==> config.mk <==
export PLATFORM = sky130hd
export DESIGN_NAME = mem_arbiter
export DESIGN_NICKNAME = d
export VERILOG_FILES = /design/src/rtl/mem_arbiter_pkg.sv /design/src/rtl/mem_arb_prio.sv /design/src/rtl/mem_arbiter.sv
export SDC_FILE = /design/constraint.sdc
export NUM_CORES = 1
export LEC_CHECK = 0
export BUFFER_PORTS_ARGS = -buffer_cell sky130_fd_sc_hd__buf_2
export CAP_MARGIN = 20
export CORE_AREA = 2 2 108 110
export DETAILED_ROUTE_END_ITERATION = 6
export DIE_AREA = 0 0 110 112
export PLACE_DENSITY = 0.77
export SYNTH_ARGS = -nofsm -noshare
export SYNTH_HDL_FRONTEND = slang
export SYNTH_SLANG_ARGS = --single-unit
export TNS_END_PERCENT = 1
==> constraint.sdc <==
create_clock -name clk -period 3.1 [get_ports clk]
set_input_delay 0.62 -clock clk [delete_from_list [all_inputs] [get_ports clk]]
set_output_delay 0.62 -clock clk [all_outputs]
set_load 0.05 [all_outputs]
==> src/rtl/mem_arbiter_pkg.sv <==
// Shared constants and encodings for the IF/MEM data-RAM arbiter.
package mem_arbiter_pkg;

    localparam logic CHIP_ENABLE   = 1'b1;
    localparam logic CHIP_DISABLE  = 1'b0;
    localparam logic WRITE_ENABLE  = 1'b1;
    localparam logic WRITE_DISABLE = 1'b0;

    typedef enum logic {
        OWN_IF  = 1'b0,
        OWN_MEM = 1'b1
    } owner_e;

    typedef enum logic [1:0] {
        ST_IDLE   = 2'd0,
        ST_ACCESS = 2'd1,
        ST_RESP   = 2'd2
    } state_e;

    // Width of a counter that must hold values 0..n-1 (never narrower than 1 bit).
    function automatic int cnt_width(input int n);
        return (n > 1) ? $clog2(n) : 1;
    endfunction

endpackage

==> src/rtl/mem_arb_prio.sv <==
// Grant selection between IF and MEM with a bounded MEM streak so a
// continuously requesting MEM stage cannot starve instruction fetch.
module mem_arb_prio
    import mem_arbiter_pkg::*;
#(
    parameter int MAX_STREAK = 4
) (
    input  logic clk,
    input  logic rst,
    input  logic if_req,
    input  logic mem_req,
    input  logic grant_en,
    output logic grant_if,
    output logic grant_mem
);

    localparam int STREAK_W = cnt_width(MAX_STREAK + 1);
    localparam logic [STREAK_W-1:0] STREAK_MAX = STREAK_W'(MAX_STREAK);

    logic [STREAK_W-1:0] streak_q;

    assign grant_mem = grant_en & mem_req & (~if_req | (streak_q < STREAK_MAX));
    assign grant_if  = grant_en & if_req & ~grant_mem;

    // Streak counts only MEM grants that left IF waiting.
    always_ff @(posedge clk) begin
        if (rst) begin
            streak_q <= '0;
        end else if (grant_mem && if_req) begin
            if (streak_q != STREAK_MAX) begin
                streak_q <= streak_q + STREAK_W'(1);
            end
        end else if (grant_mem || grant_if) begin
            streak_q <= '0;
        end
    end

endmodule

==> src/rtl/mem_arbiter.sv <==
// Shares the single-port data RAM between instruction fetch and load/store,
// holding the RAM for RAM_LAT cycles per access and acking with a 1-cycle pulse.
module mem_arbiter
    import mem_arbiter_pkg::*;
#(
    parameter int ADDR_W     = 32,
    parameter int DATA_W     = 32,
    parameter int RAM_LAT    = 1,
    parameter int MAX_STREAK = 4
) (
    input  logic                clk,
    input  logic                rst,
    input  logic                if_req,
    input  logic [ADDR_W-1:0]   if_addr,
    output logic                if_ack,
    output logic [DATA_W-1:0]   if_rdata,
    input  logic                mem_req,
    input  logic                mem_we,
    input  logic [ADDR_W-1:0]   mem_addr,
    input  logic [DATA_W/8-1:0] mem_sel,
    input  logic [DATA_W-1:0]   mem_wdata,
    output logic                mem_ack,
    output logic [DATA_W-1:0]   mem_rdata,
    output logic                ram_ce,
    output logic                ram_we,
    output logic [ADDR_W-1:0]   ram_addr,
    output logic [DATA_W/8-1:0] ram_sel,
    output logic [DATA_W-1:0]   ram_wdata,
    input  logic [DATA_W-1:0]   ram_rdata,
    output logic                stallreq_if,
    output logic                stallreq_mem,
    output logic [1:0]          dbg_state
);

    localparam int SEL_W = DATA_W / 8;
    localparam int CNT_W = cnt_width(RAM_LAT);
    localparam logic [CNT_W-1:0] CNT_LOAD = CNT_W'(RAM_LAT - 1);

    state_e             state_q, state_d;
    owner_e             owner_q;
    logic [ADDR_W-1:0]  addr_q;
    logic               we_q;
    logic [SEL_W-1:0]   sel_q;
    logic [DATA_W-1:0]  wdata_q;
    logic [CNT_W-1:0]   cnt_q;
    logic [DATA_W-1:0]  rdata_q;
    logic               grant_en, grant_if, grant_mem;

    assign grant_en = (state_q == ST_IDLE);

    mem_arb_prio #(
        .MAX_STREAK(MAX_STREAK)
    ) u_prio (
        .clk      (clk),
        .rst      (rst),
        .if_req   (if_req),
        .mem_req  (mem_req),
        .grant_en (grant_en),
        .grant_if (grant_if),
        .grant_mem(grant_mem)
    );

    always_ff @(posedge clk) begin
        if (rst) begin
            state_q <= ST_IDLE;
            owner_q <= OWN_IF;
            addr_q  <= '0;
            we_q    <= 1'b0;
            sel_q   <= '0;
            wdata_q <= '0;
            cnt_q   <= '0;
            rdata_q <= '0;
        end else begin
            state_q <= state_d;
            if (grant_mem || grant_if) begin
                // Fetches are always full-word reads.
                owner_q <= grant_mem ? OWN_MEM : OWN_IF;
                addr_q  <= grant_mem ? mem_addr : if_addr;
                we_q    <= grant_mem & mem_we;
                sel_q   <= grant_mem ? mem_sel : '1;
                wdata_q <= grant_mem ? mem_wdata : '0;
                cnt_q   <= CNT_LOAD;
            end else if (state_q == ST_ACCESS) begin
                if (cnt_q == '0) begin
                    rdata_q <= we_q ? '0 : ram_rdata;
                end else begin
                    cnt_q <= cnt_q - CNT_W'(1);
                end
            end
        end
    end

    always_comb begin
        state_d   = state_q;
        ram_ce    = CHIP_DISABLE;
        ram_we    = WRITE_DISABLE;
        if_ack    = 1'b0;
        mem_ack   = 1'b0;
        if_rdata  = '0;
        mem_rdata = '0;
        case (state_q)
            ST_IDLE: begin
                if (grant_mem || grant_if) state_d = ST_ACCESS;
            end
            ST_ACCESS: begin
                ram_ce = CHIP_ENABLE;
                ram_we = we_q ? WRITE_ENABLE : WRITE_DISABLE;
                if (cnt_q == '0) state_d = ST_RESP;
            end
            ST_RESP: begin
                if (owner_q == OWN_MEM) begin
                    mem_ack   = 1'b1;
                    mem_rdata = rdata_q;
                end else begin
                    if_ack   = 1'b1;
                    if_rdata = rdata_q;
                end
                state_d = ST_IDLE;
            end
            default: state_d = ST_IDLE;
        endcase
    end

    assign ram_addr     = addr_q;
    assign ram_sel      = sel_q;
    assign ram_wdata    = wdata_q;
    assign stallreq_if  = if_req & ~if_ack;
    assign stallreq_mem = mem_req & ~mem_ack;
    assign dbg_state    = state_q;

endmodule

==> flow_summary.ini <==
[clock_network]
clockRootBuffer = clkbuf_16
clk_latency_ns = 0.35
h-tree-depth = 3
cts.sinks = 107
clk_path_buf_depth = 2
cts_buffers = 9
path_clk_slew_ns = 0.07
cts_setup_buffers = 0
cts_resized = 0
hold_buffers = 0
cts_tree = done

[yosys]
netlist.area_leader.share_pct = 46.5
synthTopCellsByArea = dfxtp_1 47%, and2_1 9.0%, a21oi_1 7.5%
ys_types = 26
synth_area_um2 = 4600
ys_seq_area_share_pct = 46.5
ys_ff_latch = 107
syn-num-nets = 670
synthCells = 531
yosysTopAreaCell = dfxtp_1
synth_warnings = 0
avgSynthCellArea_um2 = 8.67

[floorplan]
die_y_um = 112
boundaryPins = 277
die_area_um2 = 12300
die_w_um = 110
num_rows = 39
core_area_um2 = 11200
initial_core_util_pct = 41.2

[route]
dr.pass1.iters = 5
routed_wirelength_um = 15100
drc = 0
vias = 5058
vias_per_cell = 5.49
postRouteAntennaNets = 0
wire_per_inst_um = 16.3
drt_iter0_drc = 537

[setup_path]
cp_max_fo = 34
slowest_stage = dfxtp_1
cp-start-kind = register
cp_top_family = buffers and inverters
r2r-start = dbg_state[0]
critPathBufInv = 2
rrSetupSlack_ns = 1.07
arrival_ns = 1.84
worstSetupEndpoint = if_rdata[21]
path_class = reg2out
critical_path.max_stage_delay_ns = 0.50
r2r_cells = 3
critical_path.cell_chain = nor3b_2 > buf_4 > and2_1 > buf_2
worstReg2RegEnd = ram_addr[17]
worstSetupEndpointType = output pin
required_ns = 2.48
critical_path.startpoint = dbg_state[1]
path_depth = 4

[sta]
hold_ws_ns = 0.469
min_period_ns = 2.46
clock.fmax_mhz = 407
fin_skew_ns = 0.0102
setup-tns-final_ns = 0
slew_headroom_pct = 37.0
worst_pin_slew_ns = 0.945
finalMaxSlewViolations = 0
setup_violations = 0
rsz0062_at_grt = no
hold_violations = 0
period_share_pct = 79.2

[placement]
routabilityCongestion = 0.908
port_buffers = 276
place_inst = 904
hpwl_um = 10500

[pwr]
leakage_uw = 0.00306
ir_worst_vdd_uv = 445
power_uw = 3640
power_density_nw_per_um2 = 571

[grt]
grt_max_degree = 56
grt_pass1_vias = 4825
grt_overflow_total = 0
antenna_found_initial = 1
grt.total_usage_pct = 23.8
grt_pass1_wl_um = 23400

[layout]
num-fill-cells = 1012
final_cells = 921
drive_gt1_share_pct = 40.8
finalNetCount = 911
area_growth_pct = 38.3

[worst_hold_path]
hold_depth = 2
hp-class = reg2reg
worstHoldStart = ram_wdata[3]

[flow_run]
max-cap-violations = 0

[status]
status = completed
==> power by group <==
group          total (µW)  switching, µW  internal (µW)  leakage [µW]
Sequential           1560           66.4           1490      0.000880
Clock                1220            514            710      0.000149
Combinational         859            608            251       0.00203
==> state kept, by name, summed over array words and instances (netlist names) <==
name / cells
we_q: 1
u_prio.streak_q: 3
rdata_q: 32
ram_sel: 4
ram_addr: 32
dbg_state: 2
owner_q: 1
ram_wdata: 32
==> layout by cell type (no fill, tap or decap), types with 2 or more instances in the layout <==
| cell | synthesis | routed |
|---|---|---|
| clkinvlp_4 | 0 | 2 |
| nor2b_1 | 3 | 3 |
| bufinv_16 | 0 | 2 |
| a21oi_1 | 69 | 69 |
| o21ai_1 | 11 | 11 |
| o21ai_0 | 58 | 58 |
| a311oi_1 | 32 | 32 |
| o221a_2 | 4 | 4 |
| dfxtp_1 | 107 | 107 |
| a22o_1 | 32 | 32 |
| and2_1 | 66 | 66 |
| clkbuf_16 | 0 | 9 |
| nand3_1 | 68 | 68 |
| inv_1 | 4 | 4 |
| buf_2 | 19 | 276 |
| nor2_2 | 1 | 3 |
| buf_4 | 0 | 12 |
| ha_1 | 2 | 2 |
==> metal layers <==
layer	wire [µm]	GRT usage, %	vias up
met5	0	0	-
met4	520	10.9	0
met3	1280	6.44	44
met2	7240	38.4	255
met1	6010	29.3	2345
li1	-	-	2414
==> worst min path at each step <==
| stage | endpoint | slack, ns |
|---|---|---|
| floorplan | rdata_q[0] | 0.45 |
| detailed placement | ram_wdata[3] | 0.46 |
| global placement | ram_wdata[21] | 0.45 |
| global route | rdata_q[18] | 0.46 |
| CTS | rdata_q[19] | 0.46 |
| finish | ram_wdata[3] | 0.47 |
==> layout make-up <==
cell class	count	area [µm²]	share of cell area [%]
Inverter	4	15.0	0.236
Tap cell	143	179	2.81
Sequential cell	107	2140	33.6
Clock inverter	6	88.8	1.40
Multi-Input combinational cell	361	2220	34.9
Timing Repair Buffer	289	1490	23.4
Clock buffer	10	229	3.60
Antenna cell	1	2.50	0.0393
==> worst register-to-register path, delay by kind of cell, from the launching register on <==
kind | cells | cell delay [ns]
compound gates | 2 | 0.59
flops | 1 | 0.53
simple gates | 1 | 0.80
==> synth_stat cells <==
master,count
a21oi_1,69
a22o_1,32
a311oi_1,32
and2_1,66
and3b_1,1
buf_1,2
buf_2,19
clkbuf_1,38
dfxtp_1,107
ha_1,2
inv_1,4
nand2_1,2
nand2b_1,1
nand3_1,68
nor2_1,3
nor2_2,1
nor2_4,1
nor2b_1,3
nor3_1,2
nor3b_2,2
o21ai_0,58
o21ai_1,11
o221a_2,4
or2_1,1
or2_2,1
or3b_1,1
==> kinds of logic (layout without fill, tap and decap cells) <==
family                     after synthesis  count (layout)  share of synthesized area (%)
other                                    0               1                              0
adders and majority gates                2               2                          0.544
and+or+nand+nor                        153             153                           19.1
AOI/OAI and AO/OA                      206             206                           28.2
buffers and inverters                   63             309                           5.65
DFF                                    107             107                           46.5
==> through the flow <==
step,cell area (µm²),setup slack [ns],util (%)
2_1_floorplan,4600,0.258,-
3_3_place_gp,6050,1.01,54.1
3_5_place_dp,6050,0.885,54.1
4_1_cts,6360,0.629,57.0
5_1_grt,6370,0.496,57.0
6_report,6370,0.644,57.0
Note: power is estimated with default switching activity, not from simulation.
